--- config.mk ---
export PLATFORM = sky130hd
export DESIGN_NAME = mem_wb_pipe_flat
export DESIGN_NICKNAME = d
export VERILOG_FILES = /design/src/rtl/mem_wb_pipe_if.sv /design/src/rtl/mem_wb_pipe.sv /design/src/flat_wrapper.sv
export SDC_FILE = /design/constraint.sdc
export NUM_CORES = 1
export LEC_CHECK = 0
export ABC_CLOCK_PERIOD_IN_PS = 3900
export CAP_MARGIN = 25
export CELL_PAD_IN_SITES_DETAIL_PLACEMENT = 0
export CELL_PAD_IN_SITES_GLOBAL_PLACEMENT = 1
export CORE_MARGIN = 5
export CORE_UTILIZATION = 42
export DETAILED_ROUTE_END_ITERATION = 12
export PLACE_DENSITY_LB_ADDON = 0.1
export SKIP_CTS_REPAIR_TIMING = 1
export SLEW_MARGIN = 20
export SYNTH_ARGS = -nofsm -noshare
export SYNTH_HDL_FRONTEND = slang
export SYNTH_SLANG_ARGS = --single-unit
--- constraint.sdc ---
create_clock -name clk -period 3.9 [get_ports clk]
set_input_delay 0.975 -clock clk [delete_from_list [all_inputs] [get_ports clk]]
set_output_delay 0.975 -clock clk [all_outputs]
set_load 0.005 [all_outputs]
--- src/rtl/mem_wb_pipe_if.sv ---
// MEM->WB stage bundle: valid/ready handshake plus GPR and HI/LO write payload.
// master drives valid and payload and samples ready; slave does the reverse.
interface mem_wb_pipe_if #(
  parameter int DATA_W = 32,
  parameter int ADDR_W = 5
);
  logic              valid;
  logic              ready;
  logic [ADDR_W-1:0] wd;
  logic              wreg;
  logic [DATA_W-1:0] wdata;
  logic [DATA_W-1:0] hi;
  logic [DATA_W-1:0] lo;
  logic              whilo;

  modport master (
    output valid, wd, wreg, wdata,
    output hi, lo, whilo,
    input  ready
  );

  modport slave (
    input  valid, wd, wreg, wdata,
    input  hi, lo, whilo,
    output ready
  );
endinterface

--- src/rtl/mem_wb_pipe.sv ---
// MEM->WB pipeline register: 2-entry skid buffer, sync flush, transfer count.
// Ports: clk, rst (async, active low), flush, mem (slave), wb (master), xfer_cnt.
module mem_wb_pipe #(
  parameter int DATA_W = 32,
  parameter int ADDR_W = 5,
  parameter int CNT_W  = 32
) (
  input  logic             clk,
  input  logic             rst,
  input  logic             flush,
  mem_wb_pipe_if.slave     mem,
  mem_wb_pipe_if.master    wb,
  output logic [CNT_W-1:0] xfer_cnt
);

  typedef struct packed {
    logic [ADDR_W-1:0] wd;
    logic              wreg;
    logic [DATA_W-1:0] wdata;
    logic [DATA_W-1:0] hi;
    logic [DATA_W-1:0] lo;
    logic              whilo;
  } ent_t;

  ent_t             m_q, m_d;
  ent_t             s_q, s_d;
  ent_t             in_e;
  logic             m_v, m_v_d;
  logic             s_v, s_v_d;
  logic             acc, con;
  logic [CNT_W-1:0] cnt_d;

  assign acc = mem.valid && !s_v;
  assign con = m_v && wb.ready;

  always_comb begin
    in_e       = '0;
    in_e.wd    = mem.wd;
    in_e.wreg  = mem.wreg;
    in_e.wdata = mem.wdata;
    in_e.hi    = mem.hi;
    in_e.lo    = mem.lo;
    in_e.whilo = mem.whilo;
  end

  always_comb begin
    m_d   = m_q;
    s_d   = s_q;
    m_v_d = m_v;
    s_v_d = s_v;
    cnt_d = xfer_cnt;
    if (flush) begin
      m_d   = '0;
      s_d   = '0;
      m_v_d = 1'b0;
      s_v_d = 1'b0;
    end else begin
      if (con) cnt_d = xfer_cnt + 1'b1;
      unique case (1'b1)
        !m_v: begin
          if (acc) begin
            m_d   = in_e;
            m_v_d = 1'b1;
          end
        end
        m_v && !s_v: begin
          if (acc && con) begin
            m_d = in_e;
          end else if (acc) begin
            s_d   = in_e;
            s_v_d = 1'b1;
          end else if (con) begin
            m_d   = '0;
            m_v_d = 1'b0;
          end
        end
        m_v && s_v: begin
          // skid drains into main; ready returns next cycle
          if (con) begin
            m_d   = s_q;
            s_d   = '0;
            s_v_d = 1'b0;
          end
        end
        default: ;
      endcase
    end
  end

  always_ff @(posedge clk or negedge rst) begin
    if (!rst) begin
      m_q      <= '0;
      s_q      <= '0;
      m_v      <= 1'b0;
      s_v      <= 1'b0;
      xfer_cnt <= '0;
    end else begin
      m_q      <= m_d;
      s_q      <= s_d;
      m_v      <= m_v_d;
      s_v      <= s_v_d;
      xfer_cnt <= cnt_d;
    end
  end

  assign mem.ready = !s_v;
  assign wb.valid  = m_v;
  assign wb.wd     = m_q.wd;
  assign wb.wreg   = m_q.wreg && m_v;
  assign wb.wdata  = m_q.wdata;
  assign wb.hi     = m_q.hi;
  assign wb.lo     = m_q.lo;
  assign wb.whilo  = m_q.whilo && m_v;

endmodule

--- src/flat_wrapper.sv ---
// flat-port wrapper written by rule: the top's interface ports become plain ports
module mem_wb_pipe_flat 
#(
  parameter int DATA_W = 32,
  parameter int ADDR_W = 5,
  parameter int CNT_W  = 32
)
  (clk, rst, flush, xfer_cnt, mem_valid, mem_wd, mem_wreg, mem_wdata, mem_hi, mem_lo, mem_whilo, mem_ready, wb_valid, wb_wd, wb_wreg, wb_wdata, wb_hi, wb_lo, wb_whilo, wb_ready);
  mem_wb_pipe_if #(.DATA_W(DATA_W), .ADDR_W(ADDR_W)) mem_i ();
  mem_wb_pipe_if #(.DATA_W(DATA_W), .ADDR_W(ADDR_W)) wb_i ();
  input  logic clk;
  input  logic rst;
  input  logic flush;
  output logic [CNT_W-1:0] xfer_cnt;
  input wire logic [$bits(mem_i.valid)-1:0] mem_valid;
  input wire logic [$bits(mem_i.wd)-1:0] mem_wd;
  input wire logic [$bits(mem_i.wreg)-1:0] mem_wreg;
  input wire logic [$bits(mem_i.wdata)-1:0] mem_wdata;
  input wire logic [$bits(mem_i.hi)-1:0] mem_hi;
  input wire logic [$bits(mem_i.lo)-1:0] mem_lo;
  input wire logic [$bits(mem_i.whilo)-1:0] mem_whilo;
  output wire logic [$bits(mem_i.ready)-1:0] mem_ready;
  output wire logic [$bits(wb_i.valid)-1:0] wb_valid;
  output wire logic [$bits(wb_i.wd)-1:0] wb_wd;
  output wire logic [$bits(wb_i.wreg)-1:0] wb_wreg;
  output wire logic [$bits(wb_i.wdata)-1:0] wb_wdata;
  output wire logic [$bits(wb_i.hi)-1:0] wb_hi;
  output wire logic [$bits(wb_i.lo)-1:0] wb_lo;
  output wire logic [$bits(wb_i.whilo)-1:0] wb_whilo;
  input wire logic [$bits(wb_i.ready)-1:0] wb_ready;
  assign mem_i.valid = mem_valid;
  assign mem_i.wd = mem_wd;
  assign mem_i.wreg = mem_wreg;
  assign mem_i.wdata = mem_wdata;
  assign mem_i.hi = mem_hi;
  assign mem_i.lo = mem_lo;
  assign mem_i.whilo = mem_whilo;
  assign mem_ready = mem_i.ready;
  assign wb_valid = wb_i.valid;
  assign wb_wd = wb_i.wd;
  assign wb_wreg = wb_i.wreg;
  assign wb_wdata = wb_i.wdata;
  assign wb_hi = wb_i.hi;
  assign wb_lo = wb_i.lo;
  assign wb_whilo = wb_i.whilo;
  assign wb_i.ready = wb_ready;
  mem_wb_pipe #(.DATA_W(DATA_W), .ADDR_W(ADDR_W), .CNT_W(CNT_W)) u_core (.clk(clk), .rst(rst), .flush(flush), .mem(mem_i), .wb(wb_i), .xfer_cnt(xfer_cnt));
endmodule
==> results.yml, run 1 <==
worst_hold_path:
  worstHoldPathType: "register to register"
  timing.hold.worst_path_depth: 1
timing:
  finalHoldWorstSlack_ns: 0.464
  timing.clock.skew_ns: 0.00857
  report.final.slew_viol_count: 0
  tns_ns: 0
  finalSetupViolations: 0
  min_period_over_period: 0.792
  timing.final.ws_setup_ns: 0.812
  tightestPinTransition_ns: 0.999
  grt_setup_unrepaired: "no"
  layout_min_cycle_time_ns: 3.09
  max_freq_ghz: 0.324
  timing.final.hold_violations: 0
  slew_headroom: 0.331
logic_synthesis:
  synth_largest_area_cell: "sky130_fd_sc_hd__dfrtp_1"
  synthCells: 932
  synthesis.nets: 1041
  netlist-cell-type-count: 34
  yosys_warnings: 0
  avg_synthesized_cell_area_sq_um: 11.2
  ys_ff_latch: 240
  netlist.area_leader.share: 0.575
  ys_seq_area_frac: 0.575
  netlist_area_sq_um: 10400
  synth_top_cells_by_area: "sky130_fd_sc_hd__dfrtp_1 58%, sky130_fd_sc_hd__a22o_1 8.9%, sky130_fd_sc_hd__a221oi_1 8.4%, sky130_fd_sc_hd__buf_4 7.3%, sky130_fd_sc_hd__nor2_1 7.3%"
floorplanning:
  core-area_sq_um: 24400
  chip_height_um: 168
  boundaryPins: 245
  die_footprint_sq_um: 28100
  fp.dieW_um: 168
  initial_core_util: 0.428
  num_rows: 57
cts:
  clock-root-buffer: "sky130_fd_sc_hd__clkbuf_16"
  clk-insertion-delay-late_ns: 0.52
  clkSlewWorstSetupHoldPaths_ns: 0.06
  clock_tree.htree_level_count: 1
  clock_path_buffers: 3
  cts_tree: "yes"
  cts_num_sinks: 240
  clock_buffer_count_from_cts: 27
setup_path:
  worst_r2r_path_depth: 5
  crit_fanout: 17
  worstSetupStartpointType: "register"
  crit_arrival_ns: 2.11
  cp.required_ns: 2.92
  worstSetupPathType: "register to primary output"
  setup.worst_path.end_class: "primary output"
detailed_routing:
  drt_drc_violations_left: 0
  drt_iter0_drc: 623
  route.vias.total: 7637
  final_antenna_net_count: 0
  avgViaCountPerCell: 5.49
  drt_pass1_iterations: 5
  wirelength_um: 28100
  drt-wirelength-per-cell_um: 20.2
global_routing:
  overflow: 0
  grt_pass1_wl_um: 44800
  maximum_number_of_pins_on_one_net_before_global_route_repair: 93
  antenna_violations_before_repair: 4
  via_count_of_the_first_global_routing_pass: 7753
  grt.total_usage: 0.193
flow_run:
  max_cap_violations: 0
layout:
  layout_commonest_cell: "sky130_fd_sc_hd__clkdlybuf4s50_1"
  post_route_cells_drive_above_1_share: 0.0647
  mostFrequentLayoutCells: "243 x sky130_fd_sc_hd__clkdlybuf4s50_1, 240 x sky130_fd_sc_hd__dfrtp_1, 203 x sky130_fd_sc_hd__nor2_1"
  num_antenna_cells: 0
  areaGrowthSynthToFinish_pct: 28.1
  num-nets-final: 1162
power:
  ir_worst_vdd_mv: 0.267
  fin_total_pwr_mw: 6.17
  power.density_nw_per_um2: 462
  p_leak_nw: 5.88
status:
  run_status: "completed"
placed_design:
  buffer_ports.inserted: 244
  dpl.hpwl_um: 17100
  routabilityCongestion: 0.734
  dpl_worst_slack_ns: 0.746
-- layout make-up --
class | count | area, sq um
flip-flops and latches | 240 | 6010
well taps | 324 | 405
inverters | 3 | 11.3
repair buffers | 262 | 2700
fillers | 2144 | 11000
multi-input cells | 519 | 3400
clock buffers | 38 | 797
clock inverters | 4 | 48.8
-- routing by layer --
metal  global-route usage  vias up  part of all wire
met3               0.0528       46             0.081
met1                0.288     3791              0.46
met2                0.285      284              0.44
li1                     -     3508                 -
met4               0.0409        8             0.019
met5                    0        -            0.0016
-- critical path, cell delays in order (launching register included) --
cell and delay (ns):
sky130_fd_sc_hd__dfrtp_1 0.83, sky130_fd_sc_hd__and2_1 0.22, sky130_fd_sc_hd__clkdlybuf4s50_1 0.54
-- power by group --
group,internal [mW],total (mW),switching [mW]
logic,0.517,0.932,0.415
clock network,1.47,2.45,0.981
registers,2.67,2.79,0.128
-- stage by stage --
| stage | cell area [sq um] | util | std cells |
|---|---|---|---|
| detailed placement | 12500 | 0.513 | 1348 |
| finish | 13400 | 0.548 | 1390 |
| floorplan | 10400 | - | 932 |
| global route | 13400 | 0.548 | 1390 |
| global placement | 12500 | 0.513 | 1348 |
| CTS | 13400 | 0.548 | 1390 |
-- registers in the layout (all words and copies together), names as in the netlist --
| signal | cells |
|---|---|
| u_core.wb.wd | 5 |
| u_core.m_q | 2 |
| u_core.wb.wdata | 32 |
| u_core.wb.valid | 1 |
| u_core.s_v | 1 |
| u_core.s_q | 103 |
| u_core.wb.lo | 32 |
| u_core.xfer_cnt | 32 |
| u_core.wb.hi | 32 |
-- cell families after synthesis --
family | after synthesis | synth area share
buffers and inverters | 173 | 0.102
XOR/XNOR | 31 | 0.0260
AO/OA/AOI/OAI | 218 | 0.181
AND/OR/NAND/NOR | 269 | 0.114
flip-flops | 240 | 0.575
adder cells (fa/ha/maj) | 1 | 0.00120
-- final timing paths --
path / startpoint / endpoint / slack [ns]
worst max-delay path: u_core.wb.valid / wb_whilo / 0.81
worst min-delay path: u_core.xfer_cnt[31] / u_core.xfer_cnt[31] / 0.46
worst max register to register: u_core.wb.valid / u_core.wb.lo[19] / 1.63
worst min register to register: u_core.xfer_cnt[31] / u_core.xfer_cnt[31] / 0.46
max in group asynchronous: rst / u_core.wb.wdata[17] / 2.55
min in group asynchronous: rst / u_core.wb.wd[2] / 0.47
-- synthesized netlist by cell type (all sizes together) --
library cell,instances
o21ai,3
dfrtp,240
xnor2,24
a32o,3
clkbuf,41
nand3b,2
inv,3
nor4,2
nor2,204
a21oi,4
nor4b,1
o21a,1
nand2,14
nand4,15
and3,6
ha,1
a22o,106
nand2b,1
and4,4
a21o,1
or4,1
nor3,5
and2,6
a221oi,100
nand3,7
xor2,7
buf,129
nor3b,1
No activity file was read; power rests on OpenSTA's default activity.
==> inputs of run 2 (changes only) <==
Settings changed: ABC_CLOCK_PERIOD_IN_PS 3900 to 3200, CORE_UTILIZATION 42 to 39.
Clock period 3.9 ns to 3.2 ns, I/O delays scaled along.
==> results.yml, run 2 (synthesis gave the netlist of run 1 again) <==
timing:
  tns_ns: 0
  tightestPinTransition_ns: 0.912
  timing.clock.skew_ns: 0.00876
  slew_headroom: 0.389
  min_period_over_period: 0.792
  timing.final.hold_violations: 0
  max_freq_ghz: 0.395
  report.final.slew_viol_count: 0
  grt_setup_unrepaired: "no"
  finalSetupViolations: 0
  layout_min_cycle_time_ns: 2.53
floorplanning:
  chip_height_um: 174
  num_rows: 59
  fp.dieW_um: 174
  die_footprint_sq_um: 30100
  initial_core_util: 0.398
  boundaryPins: 245
  core-area_sq_um: 26200
cts:
  clkSlewWorstSetupHoldPaths_ns: 0.06
  cts_num_sinks: 240
  clock_buffer_count_from_cts: 27
  clock-root-buffer: "sky130_fd_sc_hd__clkbuf_16"
  cts_tree: "yes"
  clk-insertion-delay-late_ns: 0.52
  clock_path_buffers: 3
  clock_tree.htree_level_count: 1
power:
  power.density_nw_per_um2: 551
  internal_power_mw: 5.56
  share_of_total_power_in_the_clock_network: 0.384
  p_leak_nw: 5.91
  switchingPower_mw: 1.83
  seq_power_share: 0.460
  power_switching_share: 0.248
  fin_total_pwr_mw: 7.39
  ir_worst_vdd_mv: 0.305
  share_comb_of_total_power: 0.156
setup_path:
  cp.required_ns: 2.40
  worstSetupStartpointType: "register"
  worstSetupPathType: "register to primary output"
  cp_slowest_cell: "sky130_fd_sc_hd__dfrtp_1"
  crit_fanout: 5
  timing.rr.start: "u_core.s_v"
  crit_chain: "and2_1 > clkdlybuf4s50_1"
  setup.worst_path.end_class: "primary output"
  crit_arrival_ns: 1.73
  cp-startpoint: "u_core.wb.valid"
  cp_slowest_stage_delay_ns: 0.51
detailed_routing:
  drt_pass1_iterations: 5
  drt-wirelength-per-cell_um: 20.5
  wirelength_um: 29000
  final_antenna_net_count: 0
  drt_drc_violations_left: 0
  route.vias.total: 7723
  drt_iter0_drc: 599
  avgViaCountPerCell: 5.46
placed_design:
  buffer_ports.inserted: 244
  routabilityCongestion: 0.737
  dpl.hpwl_um: 18200
  dp.cells: 1369
global_routing:
  overflow: 0
  antenna_violations_before_repair: 1
  grt_pass1_wl_um: 45900
  via_count_of_the_first_global_routing_pass: 7841
  grt.total_usage: 0.186
  maximum_number_of_pins_on_one_net_before_global_route_repair: 83
layout:
  instances_no_fill: 1414
  areaGrowthSynthToFinish_pct: 28.5
  final.fill_count: 2326
  max_flop_register: "u_core.s_q"
  largest_reg_flops: 103
  post_route_cells_drive_above_1_share: 0.0687
  layout_commonest_cell: "sky130_fd_sc_hd__clkdlybuf4s50_1"
  mostFrequentLayoutCells: "243 x sky130_fd_sc_hd__clkdlybuf4s50_1, 240 x sky130_fd_sc_hd__dfrtp_1, 203 x sky130_fd_sc_hd__nor2_1"
  num-nets-final: 1172
worst_hold_path:
  worstHoldPathType: "input port to asynchronous set/reset pin"
flow_run:
  max_cap_violations: 0
status:
  run_status: "completed"
-- run 2: changes by cell type in the layout (fill, tap and decap cells not counted) --
cell | previous run | this run
sky130_fd_sc_hd__clkbuf_8 | 8 | 6
sky130_fd_sc_hd__buf_4 | 9 | 19
sky130_fd_sc_hd__bufinv_16 | 1 | 0
sky130_fd_sc_hd__clkinv_2 | 2 | 1
sky130_fd_sc_hd__inv_6 | 1 | 0
sky130_fd_sc_hd__clkbuf_1 | 3 | 9
sky130_fd_sc_hd__diode_2 | 0 | 2
-- run 2: critical path, delay by kind of cell, from the launching register on --
| family | cells | cell delay (ns) |
|---|---|---|
| simple gates | 1 | 0.20 |
| flops | 1 | 0.51 |
| buf+inv | 1 | 0.50 |
-- run 2: final cells by class --
cell class | count | area [sq um] | area share
sequential | 240 | 6010 | 0.448
timing repair buffer | 272 | 2770 | 0.207
multi-input combinational | 519 | 3400 | 0.254
tap | 335 | 419 | 0.0313
inverter | 3 | 11.3 | 0.000840
clock buffer | 42 | 792 | 0.0591
clock inverter | 1 | 5.00 | 0.000373
antenna | 2 | 5.00 | 0.000373
-- run 2: worst paths after layout --
path,to,slack [ns],depth (start not counted)
max,wb_wreg,0.67,2
min,u_core.xfer_cnt[26],0.24,1
max reg2reg,u_core.wb.wdata[17],1.13,5
min reg2reg,u_core.xfer_cnt[29],0.48,1
max in group asynchronous,u_core.wb.hi[13],2.08,2
min in group clk,u_core.xfer_cnt[29],0.48,1
-- run 2: layer usage --
metal | vias up | global-route usage | part of all wire | wire (um)
met4 | 0 | 0.0482 | 0.023 | 662
li1 | 3538 | - | - | -
met3 | 39 | 0.0423 | 0.066 | 1900
met5 | - | 0 | 0 | 0
met1 | 3894 | 0.271 | 0.46 | 13400
met2 | 252 | 0.284 | 0.45 | 13000
-- run 2: power groups by stage --
stage	clock [mW]	sequential [mW]	combinational, mW
after floorplan	0	3.41	0.637
after global placement	0	3.46	1.16
after detailed placement	0	3.45	1.17
after CTS	2.92	3.41	1.18
after global routing	3.05	3.43	1.26
final	2.84	3.40	1.15
-- run 2: per-stage QoR --
stage	hold slack, ns	setup slack (ns)	util	area, sq um
global route	0.289	0.607	0.512	13400
finish	0.239	0.665	0.512	13400
detailed placement	0.477	0.384	0.481	12600
CTS	0.270	0.636	0.512	13400
global placement	0.475	0.450	0.481	12600
floorplan	0.458	1.11	-	10400
==> RTL change: new RTL, settings of run 2 <==
Reset style: synchronous (`rst`), changed in one clocked block. Comments in the files are not updated.
--- a/src/rtl/mem_wb_pipe.sv
+++ b/src/rtl/mem_wb_pipe.sv
@@ -88,5 +88,5 @@
   end
 
-  always_ff @(posedge clk or negedge rst) begin
+  always_ff @(posedge clk) begin
     if (!rst) begin
       m_q      <= '0;
Check against the original RTL: not equivalent (a bounded check fails within 4 cycles, from zero or initial values and one cycle with rst low; the reset may be asserted at any time).
==> RTL change against run 2 <==
  * Count of clock-buffer cells in the layout unchanged
  * Cell count rose by 10%
  * Total power down 8.5%
  * Setup slack better by 0.041 ns
  * Synthesized cell count increased by 20%
  * Wire length is 0.58% lower
  * Sequential cell count unchanged
  * Design area is 4.0% lower
  * Synthesized area fell by 4.6%
  * Largest cell class unchanged
  * Highest routed layer is now met5
==> RTL change: results (changes against run 2) <==
fill count=2346 (+0.86%); R2R depth=4 (-1); Min-Delay Path Class=reg -> reg; Ant. Diodes=0 (-2); number of library cell types mapped by synthesis=41 (+21%); EDFF count, synth=0 (unchanged); critical path arrival=1.69 ns (-0.04 ns); initial antenna violation count=3 (+2); vias per std cell=5.486 (+0.44%); reg2reg end=u_core.xfer_cnt[19]; clock slew at reported path FFs=0.05 ns; maximum fanout along the worst path=13 (+8); vias in the first global route=7878 (+0.47%); sequential share of the synthesized area=48.28% (-9.3 points); CTS buffer count=27 (unchanged); r2r setup slk=1.05 ns (-0.08 ns); GRT Overall Usage=18.93% (+0.30 points); Final nets=1323 (+13%); Async SR Flop Fraction=0% (-100 points); Post-Syn Nets=1228 (+18%); global-route wire length before repair=45290 µm (-1.4%); cell count of the worst hold path=2; Largest register FFs=103 (unchanged); Most flops, register=u_core.s_q; Routed WL per cell=18.47 µm (-10%); hold path start=u_core.xfer_cnt[31]; Primary FF master, synth=dfxtp_1; Pleak=4.408 nW (-25%); Fin Hold WS=0.4849 ns (+0.2462 ns); gpl congestion=0.7376 (+0.14%); Mapped Avg Cell Area=8.894 µm² (-21%); final setup vio count=0 (unchanged); hold endpoint=u_core.xfer_cnt[31]; status=finished clean; clock latency on the worst-skew pair=0.53 ns; initial DRC count=834 (+39%); placed cells=1515 (+11%); clock buffer depth=3 (unchanged); largest net degree at the start of global routing=88 (+6.0%); CTS Root Buffer Type=clkbuf_16; Slew headroom=48.32% (+9.4 points); final HPWL from detailed placement=17450 µm (-4.1%); synth top area cells=dfxtp_1, a221oi_1, nor2_1, a22oi_1, buf_4; Port Buffers=244 (unchanged); Setup Skew=0.008082 ns (-0.0006761 ns); Critical R2R Launch=u_core.xfer_cnt[13]; switching power=1.571 mW (-14%); Peak VDD IR=0.2596 mV (-15%); synth warn=0 (unchanged); top cells by count, synth=dfxtp_1, nor2_1, nor3_1; layout cells sized above 1=6.331% (-0.54 points); DRT Pass-1 Iters=5 (unchanged); htree depth=1 (unchanged); Via Count=8569 (+11%)
## RTL change: layer usage
metal	global-route usage [%]	share of wire (%)
met1	27.56	46
met2	28.45	45
met3	4.845	7.7
met4	3.955	1.5
met5	0	0.14
## RTL change: kinds of logic (layout without fill, tap and decap cells)
group	Yosys count	count (layout)	synth area share (%)
adder cells (fa/ha/maj)	1	1	0.1257
XOR/XNOR	10	10	0.8800
flip-flops	240	240	48.28
AO/OA/AOI/OAI	250	250	19.40
AND/OR/NAND/NOR	406	406	19.03
multiplexers	3	3	0.3017
buffers and inverters	209	322	11.98
## RTL change: critical path, cell delays in order (launching register included)
cell and delay, ns:
dfxtp_1 0.36, buf_4 0.25, clkdlybuf4s50_1 0.56
## RTL change: worst max-delay path by stage
stage,from,end,slack [ns]
2_1_floorplan,wb_ready,u_core.xfer_cnt[21],1.04
3_3_place_gp,wb_ready,u_core.xfer_cnt[18],0.42
3_5_place_dp,wb_ready,u_core.xfer_cnt[18],0.38
4_1_cts,u_core.wb.valid,wb_valid,0.65
5_1_grt,u_core.wb.valid,wb_valid,0.62
6_report,u_core.wb.valid,wb_valid,0.71
## RTL change: power groups by stage
stage / registers [mW] / clock network [mW] / logic [mW]
2_1_floorplan: 3.15 / 0 / 0.387
3_3_place_gp: 3.17 / 0 / 0.703
3_5_place_dp: 3.17 / 0 / 0.703
4_1_cts: 3.10 / 3.07 / 0.707
5_1_grt: 3.11 / 3.20 / 0.763
6_report: 3.10 / 2.97 / 0.696
## RTL change: area by class of cell
cell class,instances,share of cell area (%)
flip-flops and latches,240,37.33
multi-input cells,670,31.18
repair buffers,266,21.33
clock buffers,42,6.465
well taps,330,3.208
inverters,9,0.2625
clock inverters,5,0.2236
## RTL change: through the flow
step                      cell area, µm²  setup WS (ns)
after global routing               12870         0.6220
final                              12870         0.7057
after global placement             12010         0.4228
after floorplan                     9952          1.035
after detailed placement           12010         0.3762
after CTS                          12870         0.6525
